`src/rtl/time_set_pkg.sv`:
```
// Shared constants, FSM state encoding and calendar helpers for the UART time-set parser.
package time_set_pkg;

    localparam logic [7:0] ASCII_T_UP  = 8'h54;
    localparam logic [7:0] ASCII_T_LO  = 8'h74;
    localparam logic [7:0] ASCII_CR    = 8'h0D;
    localparam logic [7:0] ASCII_K     = 8'h4B;
    localparam logic [7:0] ASCII_E     = 8'h45;
    localparam logic [7:0] ASCII_0     = 8'h30;
    localparam logic [7:0] ASCII_9     = 8'h39;
    localparam int unsigned NUM_DIGITS = 10;

    typedef enum logic [2:0] {
        ST_IDLE,
        ST_DIGITS,
        ST_WAIT_CR,
        ST_CHECK,
        ST_LOAD,
        ST_RESP
    } state_e;

    // Non-leap calendar; out-of-range months return 0 so any day fails the check.
    function automatic logic [4:0] days_in_month(input logic [3:0] month);
        case (month)
            4'd1, 4'd3, 4'd5, 4'd7, 4'd8, 4'd10, 4'd12: days_in_month = 5'd31;
            4'd4, 4'd6, 4'd9, 4'd11:                     days_in_month = 5'd30;
            4'd2:                                        days_in_month = 5'd28;
            default:                                     days_in_month = 5'd0;
        endcase
    endfunction

    function automatic logic [6:0] two_digit(input logic [3:0] tens, input logic [3:0] units);
        two_digit = 7'({3'b000, tens} * 7'd10) + {3'b000, units};
    endfunction

endpackage

```
`src/rtl/frame_timeout.sv`:
```
// Clearable, saturating inter-byte idle counter; expired_o is high once
// TIMEOUT_CYCLES-1 idle cycles have elapsed since the last clear.
module frame_timeout #(
    parameter int unsigned TIMEOUT_CYCLES = 100000000
) (
    input  logic clk,
    input  logic rst,
    input  logic clr_i,
    output logic expired_o
);

    localparam int unsigned CW = $clog2(TIMEOUT_CYCLES + 1);
    localparam logic [CW-1:0] LAST = CW'(TIMEOUT_CYCLES - 1);

    logic [CW-1:0] cnt_q;

    always_ff @(posedge clk) begin
        if (!rst)
            cnt_q <= '0;
        else if (clr_i)
            cnt_q <= '0;
        else if (cnt_q != LAST)
            cnt_q <= cnt_q + 1'b1;
    end

    assign expired_o = (cnt_q == LAST);

endmodule

```
`src/rtl/uart_time_parser.sv`:
```
// Parses "T/t MMDDhhmmss CR" frames from a UART byte stream, validates the
// date/time and issues a load strobe plus a 'K' or 'E' response byte.
module uart_time_parser
    import time_set_pkg::*;
#(
    parameter int unsigned TIMEOUT_CYCLES = 100000000
) (
    input  logic       clk,
    input  logic       rst,
    input  logic [7:0] rx_data,
    input  logic       rx_valid,
    output logic [7:0] tx_data,
    output logic       tx_valid,
    input  logic       tx_ready,
    output logic       load_settings,
    output logic [5:0] load_sec,
    output logic [5:0] load_min,
    output logic [4:0] load_hour,
    output logic [4:0] load_day,
    output logic [3:0] load_month,
    output logic       busy,
    output logic       frame_err
);

    state_e                           state_q;
    logic [3:0]                       idx_q;
    logic [NUM_DIGITS-1:0][3:0]       digits_q;
    logic [7:0]                       tx_data_q;
    logic                             tx_valid_q, load_settings_q, frame_err_q;
    logic [5:0]                       sec_q, min_q;
    logic [4:0]                       hour_q, day_q;
    logic [3:0]                       month_q;

    logic       in_frame, expired, is_digit, frame_ok, reject;
    logic [7:0] digit_val;
    logic [6:0] month_v, day_v, hour_v, min_v, sec_v;

    assign in_frame = (state_q == ST_DIGITS) || (state_q == ST_WAIT_CR);

    // Held clear outside the frame states, so entering DIGITS starts from zero.
    frame_timeout #(.TIMEOUT_CYCLES(TIMEOUT_CYCLES)) u_timeout (
        .clk      (clk),
        .rst      (rst),
        .clr_i    (!in_frame || rx_valid),
        .expired_o(expired)
    );

    assign is_digit  = (rx_data >= ASCII_0) && (rx_data <= ASCII_9);
    assign digit_val = rx_data - ASCII_0;

    assign month_v = two_digit(digits_q[0], digits_q[1]);
    assign day_v   = two_digit(digits_q[2], digits_q[3]);
    assign hour_v  = two_digit(digits_q[4], digits_q[5]);
    assign min_v   = two_digit(digits_q[6], digits_q[7]);
    assign sec_v   = two_digit(digits_q[8], digits_q[9]);

    assign frame_ok = (month_v >= 7'd1) && (month_v <= 7'd12)
                   && (day_v >= 7'd1) && (day_v <= {2'b00, days_in_month(month_v[3:0])})
                   && (hour_v <= 7'd23) && (min_v <= 7'd59) && (sec_v <= 7'd59);

    // A received byte always wins over a coincident timeout.
    always_comb begin
        reject = 1'b0;
        case (state_q)
            ST_DIGITS:  reject = rx_valid ? !is_digit : expired;
            ST_WAIT_CR: reject = rx_valid ? (rx_data != ASCII_CR) : expired;
            ST_CHECK:   reject = !frame_ok;
            default:    reject = 1'b0;
        endcase
    end

    always_ff @(posedge clk) begin
        if (!rst) begin
            state_q         <= ST_IDLE;
            idx_q           <= '0;
            digits_q        <= '0;
            tx_data_q       <= 8'h00;
            tx_valid_q      <= 1'b0;
            load_settings_q <= 1'b0;
            frame_err_q     <= 1'b0;
            sec_q           <= '0;
            min_q           <= '0;
            hour_q          <= '0;
            day_q           <= 5'd1;
            month_q         <= 4'd1;
        end else begin
            load_settings_q <= 1'b0;
            frame_err_q     <= 1'b0;
            if (reject) begin
                frame_err_q <= 1'b1;
                tx_valid_q  <= 1'b1;
                tx_data_q   <= ASCII_E;
                state_q     <= ST_RESP;
            end else begin
                case (state_q)
                    ST_IDLE: begin
                        if (rx_valid && (rx_data == ASCII_T_UP || rx_data == ASCII_T_LO)) begin
                            idx_q   <= '0;
                            state_q <= ST_DIGITS;
                        end
                    end
                    ST_DIGITS: begin
                        if (rx_valid) begin
                            digits_q[idx_q] <= digit_val[3:0];
                            idx_q           <= idx_q + 4'd1;
                            if (idx_q == 4'(NUM_DIGITS - 1))
                                state_q <= ST_WAIT_CR;
                        end
                    end
                    ST_WAIT_CR: begin
                        if (rx_valid)
                            state_q <= ST_CHECK;
                    end
                    ST_CHECK: begin
                        month_q         <= month_v[3:0];
                        day_q           <= day_v[4:0];
                        hour_q          <= hour_v[4:0];
                        min_q           <= min_v[5:0];
                        sec_q           <= sec_v[5:0];
                        load_settings_q <= 1'b1;
                        state_q         <= ST_LOAD;
                    end
                    ST_LOAD: begin
                        tx_valid_q <= 1'b1;
                        tx_data_q  <= ASCII_K;
                        state_q    <= ST_RESP;
                    end
                    ST_RESP: begin
                        if (tx_ready) begin
                            tx_valid_q <= 1'b0;
                            state_q    <= ST_IDLE;
                        end
                    end
                    default: state_q <= ST_IDLE;
                endcase
            end
        end
    end

    assign tx_data       = tx_data_q;
    assign tx_valid      = tx_valid_q;
    assign load_settings = load_settings_q;
    assign frame_err     = frame_err_q;
    assign load_sec      = sec_q;
    assign load_min      = min_q;
    assign load_hour     = hour_q;
    assign load_day      = day_q;
    assign load_month    = month_q;
    assign busy          = (state_q != ST_IDLE);

endmodule

```
`config.mk`:
```
export PLATFORM = sky130hd
export DESIGN_NAME = uart_time_parser
export DESIGN_NICKNAME = d
export VERILOG_FILES = /design/src/rtl/time_set_pkg.sv /design/src/rtl/frame_timeout.sv /design/src/rtl/uart_time_parser.sv
export SDC_FILE = /design/constraint.sdc
export NUM_CORES = 1
export LEC_CHECK = 0
export CORE_MARGIN = 5
export CORE_UTILIZATION = 59
export CTS_CLUSTER_DIAMETER = 120
export DETAILED_ROUTE_END_ITERATION = 10
export GPL_ROUTABILITY_DRIVEN = 0
export PLACE_DENSITY = 0.81
export SLEW_MARGIN = 40
export SYNTH_ARGS = -nofsm -noshare
export SYNTH_HDL_FRONTEND = slang
export SYNTH_SLANG_ARGS = --single-unit
```
`constraint.sdc`:
```
create_clock -name clk -period 3.9 [get_ports clk]
set_input_delay 0.78 -clock clk [delete_from_list [all_inputs] [get_ports clk]]
set_output_delay 0.78 -clock clk [all_outputs]
set_load 0.005 [all_outputs]
```
# Word-level counts from Yosys, hierarchy flattened
# Memory sizes are Yosys's and may differ from the RTL's.
# Cells that the tools add are included.
# totals
mem_bits_ro	80
reg_bits	107
mem_count	1
out_inout_bits	38
wordCells	123
inputBits	12
# op_classes
n_mux	23
n_lt_le_gt_ge	11
add_sub_neg	8
n_eq_ne	21
reduce_logical	28
bitwise	2
mul	5
# mem_list
name	words	width	rd	rd_clocked_by_memory_dff	write_ports	line	rtl
(no name shown)	16	5	1	0	0	time_set_pkg.sv:24	case (month)
# op_table
operator	count
bitwise mux 40 bit	1
adder 7 x 4 -> 7 bit	5
multiplier 4 x 3 -> 6 bit, second input constant	5
adder 27 x 1 -> 27 bit, second input constant	1
== test 27 bit, second input constant	1
!= test 27 bit, second input constant	1
2-to-1 mux 3 bit	6
case mux 3 bit (6 select lines)	1
demux 4 bit (select 4 bit)	1
== test 8 x 7 -> 1 bit, second input constant	2
>= comparator 7 x 1 -> 1 bit, second input constant	2
<= comparator 7 x 6 -> 1 bit, second input constant	2
2-to-1 mux 7 bit	2
2-to-1 mux 4 bit	3
!= test 3 bit, second input constant	4
AND reduction 5 bit	2
logical AND 1 bit	9
>= comparator 8 x 6 -> 1 bit, second input constant	1
<= comparator 8 x 6 -> 1 bit, second input constant	1
!= test 2 bit, second input constant	4
!= test 8 x 4 -> 1 bit, second input constant	1
case mux 4 bit (2 select lines)	1
<= comparator 7 x 4 -> 1 bit, second input constant	1
<= comparator 7 x 5 -> 1 bit	1
24 further kinds	40

# Depth between registers and ports, before layout
# Gate-level depths: netlist of the first run.
# depth
word_depth	13
ltp_mapped	15

# Modules after synthesis
# A second synthesis of the first run with hierarchy kept.
# unflattened
hier_cells	679
hier_area_um2	5979.5
# by_module_without_submodules
mod	instances	cells_per_inst	seq_area_each_um2	area_per_inst_um2
uart_time_parser	1	528	1581.5	4628.2
frame_timeout	1	151	540.5	1351.3

# Worst setup path before layout of the first run
# OpenSTA, ideal clock, no wires.
# synth_timing
kind	register -> register
from	register digits_q[0] (netlist name)
to	register sec_q[3], in the netlist load_sec[3]
period_less_slack_ns	3.423
stages_incl_launch_ff	13
arrival_ns	3.302
path_slack_ns	0.477
path_buffers	1
cell_sequence	dfxtp_1 ha_1 inv_1 fa_1 or3b_1 mux2i_1 ha_1 a211oi_1 a221o_1 nor4bb_1 and4_4 buf_12 mux2_4
# synth_between
elab_chain_cells	13
word_cells_on_any_way	16
# synth_lines
item	line	rtl
from (decl)	uart_time_parser.sv:27	logic [NUM_DIGITS-1:0][3:0] digits_q;
from (signal, indexed assignment)	uart_time_parser.sv:104	digits_q[idx_q] <= digit_val[3:0];
multiplier 4 x 3 -> 6 bit (*)	time_set_pkg.sv:33	two_digit = 7'({3'b000, tens} * 7'd10) + {3'b000, units};
adder 7 x 4 -> 7 bit (*)	time_set_pkg.sv:33	
parallel branches: the longest is 3 deep, another holds <= comparator 7 x 5 -> 1 bit	-	
logical AND 1 bit (*)	uart_time_parser.sv:58	&& (day_v >= 7'd1) && (day_v <= {2'b00, days_in_month(month_v[3:0])})
logical AND 1 bit (*) (3 in series)	uart_time_parser.sv:59	&& (hour_v <= 7'd23) && (min_v <= 7'd59) && (sec_v <= 7'd59);
logical NOT 1 bit (*)	uart_time_parser.sv:67	ST_CHECK: reject = !frame_ok;
case mux 1 bit (3 select lines) (*)	uart_time_parser.sv:64	case (state_q)
inverter 1 bit (no line) (*)	-	
AND reduction 2 bit (no line) (*)	-	
to (signal assigned)	uart_time_parser.sv:119	sec_q <= sec_v[5:0];
to (decl)	uart_time_parser.sv:30	logic [5:0] sec_q, min_q;
# Every way passes the cells marked *.
# A chain may end at the register's enable or synchronous reset.

# Worst setup path in the final report of the first run
# Ends and elaborated chain as after synthesis.

==> impl_metrics.ini, run 1 <==
[outcome]
status = finished, final reports clean

[sta]
layout_setup_ws_ns = 0.286
setup_violations = 0
fin_skew_ns = 0.00925
hold_viol = 0
whs_ns = 0.461
fmax_ghz = 0.277
rsz0062_at_grt = false
period_share = 0.927
worst_slew_pin_slew_ns = 0.618
drv_slew = 0
tns_ns = 0
final.min_clock_period_ns = 3.61
maxSlewHeadroom = 0.588

[placement]
io_buffers = 46
pre_cts_ws_ns = 0.187
placed_area_sq_mm = 0.00669
dpl.hpwl_mm = 9.75
dp.cells = 815

[synth]
yosysWarningCount = 0
synth_top_area_frac = 0.343
synthFlopType = dfxtp_1
synth_seq_cells = 106
synth.avg_cell_area_sq_um = 9.43
yosysTopAreaCell = dfxtp_1
ys_seq_area_frac = 0.343
synth.most_common_cell = dfxtp_1
synth_area_leaders = dfxtp_1 34%, mux2i_1 11%, ha_1 8.3%
synthArstFlopShare = 0
synth_area_sq_mm = 0.00619
synth_edf_count = 0
synth_cells = 657
synth_cell_types = 74
synth_common_cells = 106 x dfxtp_1, 80 x nand2_1, 65 x mux2i_1, 45 x nor2b_1, 41 x ha_1

[finish]
fin_cells = 835
finish.utilization = 0.678
fin_area_sq_mm = 0.00697
drive_gt1_frac = 0.0844
diodes = 0
area_delta_synth_final_pct = 12.5
nets = 757

[clock_network]
clkTransAtPathRegs_ns = 0.11
clock_latency_ns = 0.38
htreeDepth = 3
cts_setup_buffers = 0
numCtsBuffers = 9
hold_buffers = 0
cts_buffer_depth = 2
cts_resized = 0
cts_tree = built
cts_root_buffer = clkbuf_8
cts.sinks = 106

[worst_setup_path]
arrival_ns = 3.89
path_buf_inv = 2
critPathLaunchType = register
path_class = register to register
required_ns = 4.18
worstPathMaxFanout = 7
cp_slowest_cell = fa_1
slowest_delay_ns = 0.53
path_cells = ha_1, inv_1, fa_1, or3b_1, mux2i_1, ha_1, a211oi_1, a221o_1, nor4bb_1, and4_4, buf_12, mux2_4
end_kind = register
path_delay_family = adder cells
crit_top_cell = ha_1

[power]
p_int_mw = 1.42
leakagePower_nw = 2.60
switchingPower_mw = 0.449
ir_worst_vdd_mv = 0.192
pwr-share-comb = 0.033
seqPwrFrac = 0.580
power.total_mw = 1.87
p_clk_frac = 0.387
powerDensity_mw_per_mm2 = 268
switching_share = 0.241

[die]
coreArea_sq_mm = 0.0103
die_y_microns = 112
die_w_microns = 112
num_rows = 37
io_pins = 50
floorplan.initialDensity = 0.603
die-area_sq_mm = 0.0126

[global_route]
grt_first_pass_wirelength_mm = 21.9
antenna_found_initial = 0
grt_max_degree = 104
track_usage = 0.209
grt_overflow_total = 0
grt_pass1_vias = 4649

[drt]
drc_errors = 0
totalWireLength_mm = 13.1
num_vias = 4644
dr.first_iter.drc_count = 248
drtAntennaViolNets = 0
dr.pass1.iters = 4
routed_via_density = 5.56
post_drt_wl_per_cell_microns = 15.7

[min_path]
worstHoldPathType = register to register

[flow_run]
maxCapViolations = 0
-- sequential cells by signal (all words and copies together), names as in the netlist --
register and flops:
digits_q 40, u_timeout.cnt_q 27, load_min 6, load_sec 6, load_day 5, load_hour 5
idx_q 4, load_month 4, state_q 3, tx_data 3, frame_err 1, load_settings 1
tx_valid 1
-- power by group through the flow --
stage                     sequential [mW]  clock, mW  combinational (mW)
after detailed placement             1.11          0              0.0607
after floorplan                      1.11          0              0.0362
after global routing                 1.08      0.783              0.0657
final                                1.08      0.722              0.0614
after global placement               1.11          0              0.0599
after CTS                            1.08      0.732              0.0607
-- metal layers --
metal  share of wire  GRT usage  routed length, microns  vias to the layer above
li1                -          -                       -                     2339
met1            0.44      0.250                    5800                     2208
met2            0.51      0.376                    6660                       78
met4           0.017     0.0737                     227                        0
met3           0.030     0.0367                     389                       19
met5               0          0                       0                        -
-- worst register-to-register path: cells and delay by family, from the launching register on --
kind	cells	cell delay, ns
adders and majority gates	3	1.01
and+or+nand+nor	3	0.99
muxes	2	0.51
AOI/OAI and AO/OA	2	0.44
DFF	1	0.37
buffers and inverters	2	0.20
-- cell type report --
type                            count  area, sq um
Multi-Input combinational cell    502         3810
Tap cell                          136          170
Timing Repair Buffer               59          594
Inverter                           16         60.1
Sequential cell                   106         2120
Clock buffer                        9          124
Clock inverter                      7         88.8
Fill cell                         823         3310
-- layout by cell type (no fill, tap or decap), types with 3 or more instances in the layout --
cell	n
a21o_1	7
and2_1	6
nor2_1	37
ha_1	41
nand3_1	22
conb_1	3
or3_1	11
nand2_1	80
dfxtp_1	106
buf_4	9
nor4_4	5
a21boi_1	6
and4_1	3
xor2_1	28
nor2b_1	45
nor2_2	4
clkdlybuf4s50_1	45
fa_1	10
nor3_1	7
inv_1	15
mux2i_1	65
clkbuf_8	9
nand4_1	7
buf_12	3
xnor2_1	15
o21ai_0	12
and3_1	10
a211oi_1	3
nand3b_1	4
a21oi_1	17
-- path summary, 6_finish.rpt --
kind | start | to | slack (ns) | depth (start not counted)
setup / recovery | digits_q[0]$_SDFFE_PN0P_ | load_sec[3]$_SDFFE_PN0P_ | 0.29 | 12
hold / removal | load_day[2]$_SDFFE_PN0P_ | load_day[2]$_SDFFE_PN0P_ | 0.46 | 2
setup reg to reg | digits_q[0]$_SDFFE_PN0P_ | load_sec[3]$_SDFFE_PN0P_ | 0.29 | 12
hold reg to reg | load_day[2]$_SDFFE_PN0P_ | load_day[2]$_SDFFE_PN0P_ | 0.46 | 2
-- cell families after synthesis --
| family | count (synthesis) | share of synthesized area |
|---|---|---|
| buffers and inverters | 51 | 0.0434 |
| adders and majority gates | 52 | 0.117 |
| AOI/OAI and AO/OA | 74 | 0.0840 |
| DFF | 106 | 0.343 |
| muxes | 67 | 0.109 |
| xor gates and xnor gates | 44 | 0.0634 |
| other | 1 | 0.000605 |
| and+or+nand+nor | 262 | 0.240 |
No activity file was read; power rests on OpenSTA's default activity.
==> run 2, diff against run 1 <==
--- a/config.mk
+++ b/config.mk
@@ -7,7 +7,7 @@
 export LEC_CHECK = 0
 export CORE_MARGIN = 5
 export CORE_UTILIZATION = 59
-export CTS_CLUSTER_DIAMETER = 120
+export CTS_CLUSTER_DIAMETER = 50
 export DETAILED_ROUTE_END_ITERATION = 10
 export GPL_ROUTABILITY_DRIVEN = 0
 export PLACE_DENSITY = 0.81
==> results of run 2 <==
The final DEF is identical to that of run 1; final timing and power are the same.
==> run 3, diff against run 2 <==
--- a/config.mk
+++ b/config.mk
@@ -5,13 +5,13 @@
 export SDC_FILE = /design/constraint.sdc
 export NUM_CORES = 1
 export LEC_CHECK = 0
+export CAP_MARGIN = 10
 export CORE_MARGIN = 5
 export CORE_UTILIZATION = 59
 export CTS_CLUSTER_DIAMETER = 50
 export DETAILED_ROUTE_END_ITERATION = 10
 export GPL_ROUTABILITY_DRIVEN = 0
 export PLACE_DENSITY = 0.81
-export SLEW_MARGIN = 40
 export SYNTH_ARGS = -nofsm -noshare
 export SYNTH_HDL_FRONTEND = slang
 export SYNTH_SLANG_ARGS = --single-unit
==> run 3 against run 2 <==
Non-clock buffer count is the same. Hold slack improved by 0.0027 ns. Die area did not move. Routed wire length grew 0.51%. Largest power group unchanged. Critical path depth is the same. Via count rose by 0.17%. Critical path type unchanged. Power fell by 0.24%. First-iteration DRC count shrank 8.5%.
==> impl_metrics.ini, run 3 (same netlist as run 1, synthesis figures left out) <==
[finish]
final_common_cell = dfxtp_1
top_register = digits_q
finish.utilization = 0.678
fin_cells = 835
largest_reg_flops = 40
nets = 757
mostFrequentLayoutCells = 106 x dfxtp_1, 80 x nand2_1, 65 x mux2i_1
diodes = 0
area_delta_synth_final_pct = 12.5
fin_area_sq_mm = 0.00697
drive_gt1_frac = 0.0830
largestRegisters = digits_q x40, u_timeout.cnt_q x27

[placement]
placed_area_sq_mm = 0.00669
io_buffers = 46
dpl.hpwl_mm = 9.77
dp.cells = 815
pre_cts_ws_ns = 0.188

[clock_network]
clkTransAtPathRegs_ns = 0.11
cts.sinks = 106
cts_resized = 0
hold_buffers = 0
cts_buffer_depth = 2
numCtsBuffers = 9
cts_tree = built
cts_root_buffer = clkbuf_8
clock_latency_ns = 0.39
htreeDepth = 3

[die]
floorplan.initialDensity = 0.603
coreArea_sq_mm = 0.0103
die_w_microns = 112
die-area_sq_mm = 0.0126
num_rows = 37
die_y_microns = 112
io_pins = 50

[sta]
worst_slew_pin_slew_ns = 0.881
period_share = 0.923
maxSlewHeadroom = 0.413
whs_ns = 0.464
layout_setup_ws_ns = 0.301
fmax_ghz = 0.278
final.min_clock_period_ns = 3.60
drv_slew = 0
hold_viol = 0
rsz0062_at_grt = false
tns_ns = 0
fin_skew_ns = 0.0128
setup_violations = 0

[flow_run]
maxCapViolations = 0

[worst_setup_path]
arrival_ns = 3.89
path_class = register to register
worstPathMaxFanout = 7
critPathLaunchType = register
required_ns = 4.19
end_kind = register

[power]
power.total_mw = 1.86
leakagePower_nw = 2.60
ir_worst_vdd_mv = 0.216
powerDensity_mw_per_mm2 = 267

[global_route]
grt_first_pass_wirelength_mm = 22.3
grt_pass1_vias = 4708
track_usage = 0.213
antenna_found_initial = 0
grt_max_degree = 104
grt_overflow_total = 0

[drt]
dr.first_iter.drc_count = 227
post_drt_wl_per_cell_microns = 15.7
drc_errors = 0
routed_via_density = 5.57
drtAntennaViolNets = 0
dr.pass1.iters = 4
totalWireLength_mm = 13.1
num_vias = 4652

[min_path]
worstHoldPathType = register to register

[outcome]
status = finished, final reports clean
==> run 3: worst paths after layout <==
path	from	depth (start not counted)	to	slack (ns)
min reg2reg	load_day[2]$_SDFFE_PN0P_	2	load_day[2]$_SDFFE_PN0P_	0.46
max	digits_q[0]$_SDFFE_PN0P_	12	load_sec[3]$_SDFFE_PN0P_	0.30
min	load_day[2]$_SDFFE_PN0P_	2	load_day[2]$_SDFFE_PN0P_	0.46
max reg2reg	digits_q[0]$_SDFFE_PN0P_	12	load_sec[3]$_SDFFE_PN0P_	0.30
==> run 3: final cells by class <==
cell class | count | area, sq um
Fill cell | 807 | 3310
Tap cell | 136 | 170
Clock buffer | 9 | 124
Sequential cell | 106 | 2120
Clock inverter | 7 | 88.8
Timing Repair Buffer | 59 | 591
Inverter | 16 | 60.1
Multi-Input combinational cell | 502 | 3810
==> run 3: routing by layer <==
metal  part of all wire  vias to the layer above  global-route usage
li1                   -                     2336                   -
met1               0.43                     2225               0.256
met2               0.52                       73               0.385
met3              0.034                       18              0.0307
met4              0.016                        0              0.0745
met5                  0                        -                   0
==> run 3: where the power goes <==
| group | total (mW) | switching [mW] | internal [mW] |
|---|---|---|---|
| clock network | 0.718 | 0.409 | 0.309 |
| registers | 1.08 | 0.000527 | 1.08 |
| logic | 0.0609 | 0.0355 | 0.0255 |
| total | 1.86 | 0.445 | 1.42 |
==> run 3: timing repair <==
action	4_1_cts	5_1_grt
endpoints found under the hold margin	0	0
setup buffers	0	4
setup endpoints to repair	0	13
==> run 3: worst max-delay path, stage by stage (launching register included) <==
cell      delay (ns)
dfxtp_1         0.37
ha_1            0.18
inv_1           0.05
fa_1            0.53
or3b_1          0.35
mux2i_1         0.21
ha_1            0.30
a211oi_1        0.25
a221o_1         0.18
nor4bb_1        0.31
and4_4          0.33
buf_12          0.15
mux2_4          0.29
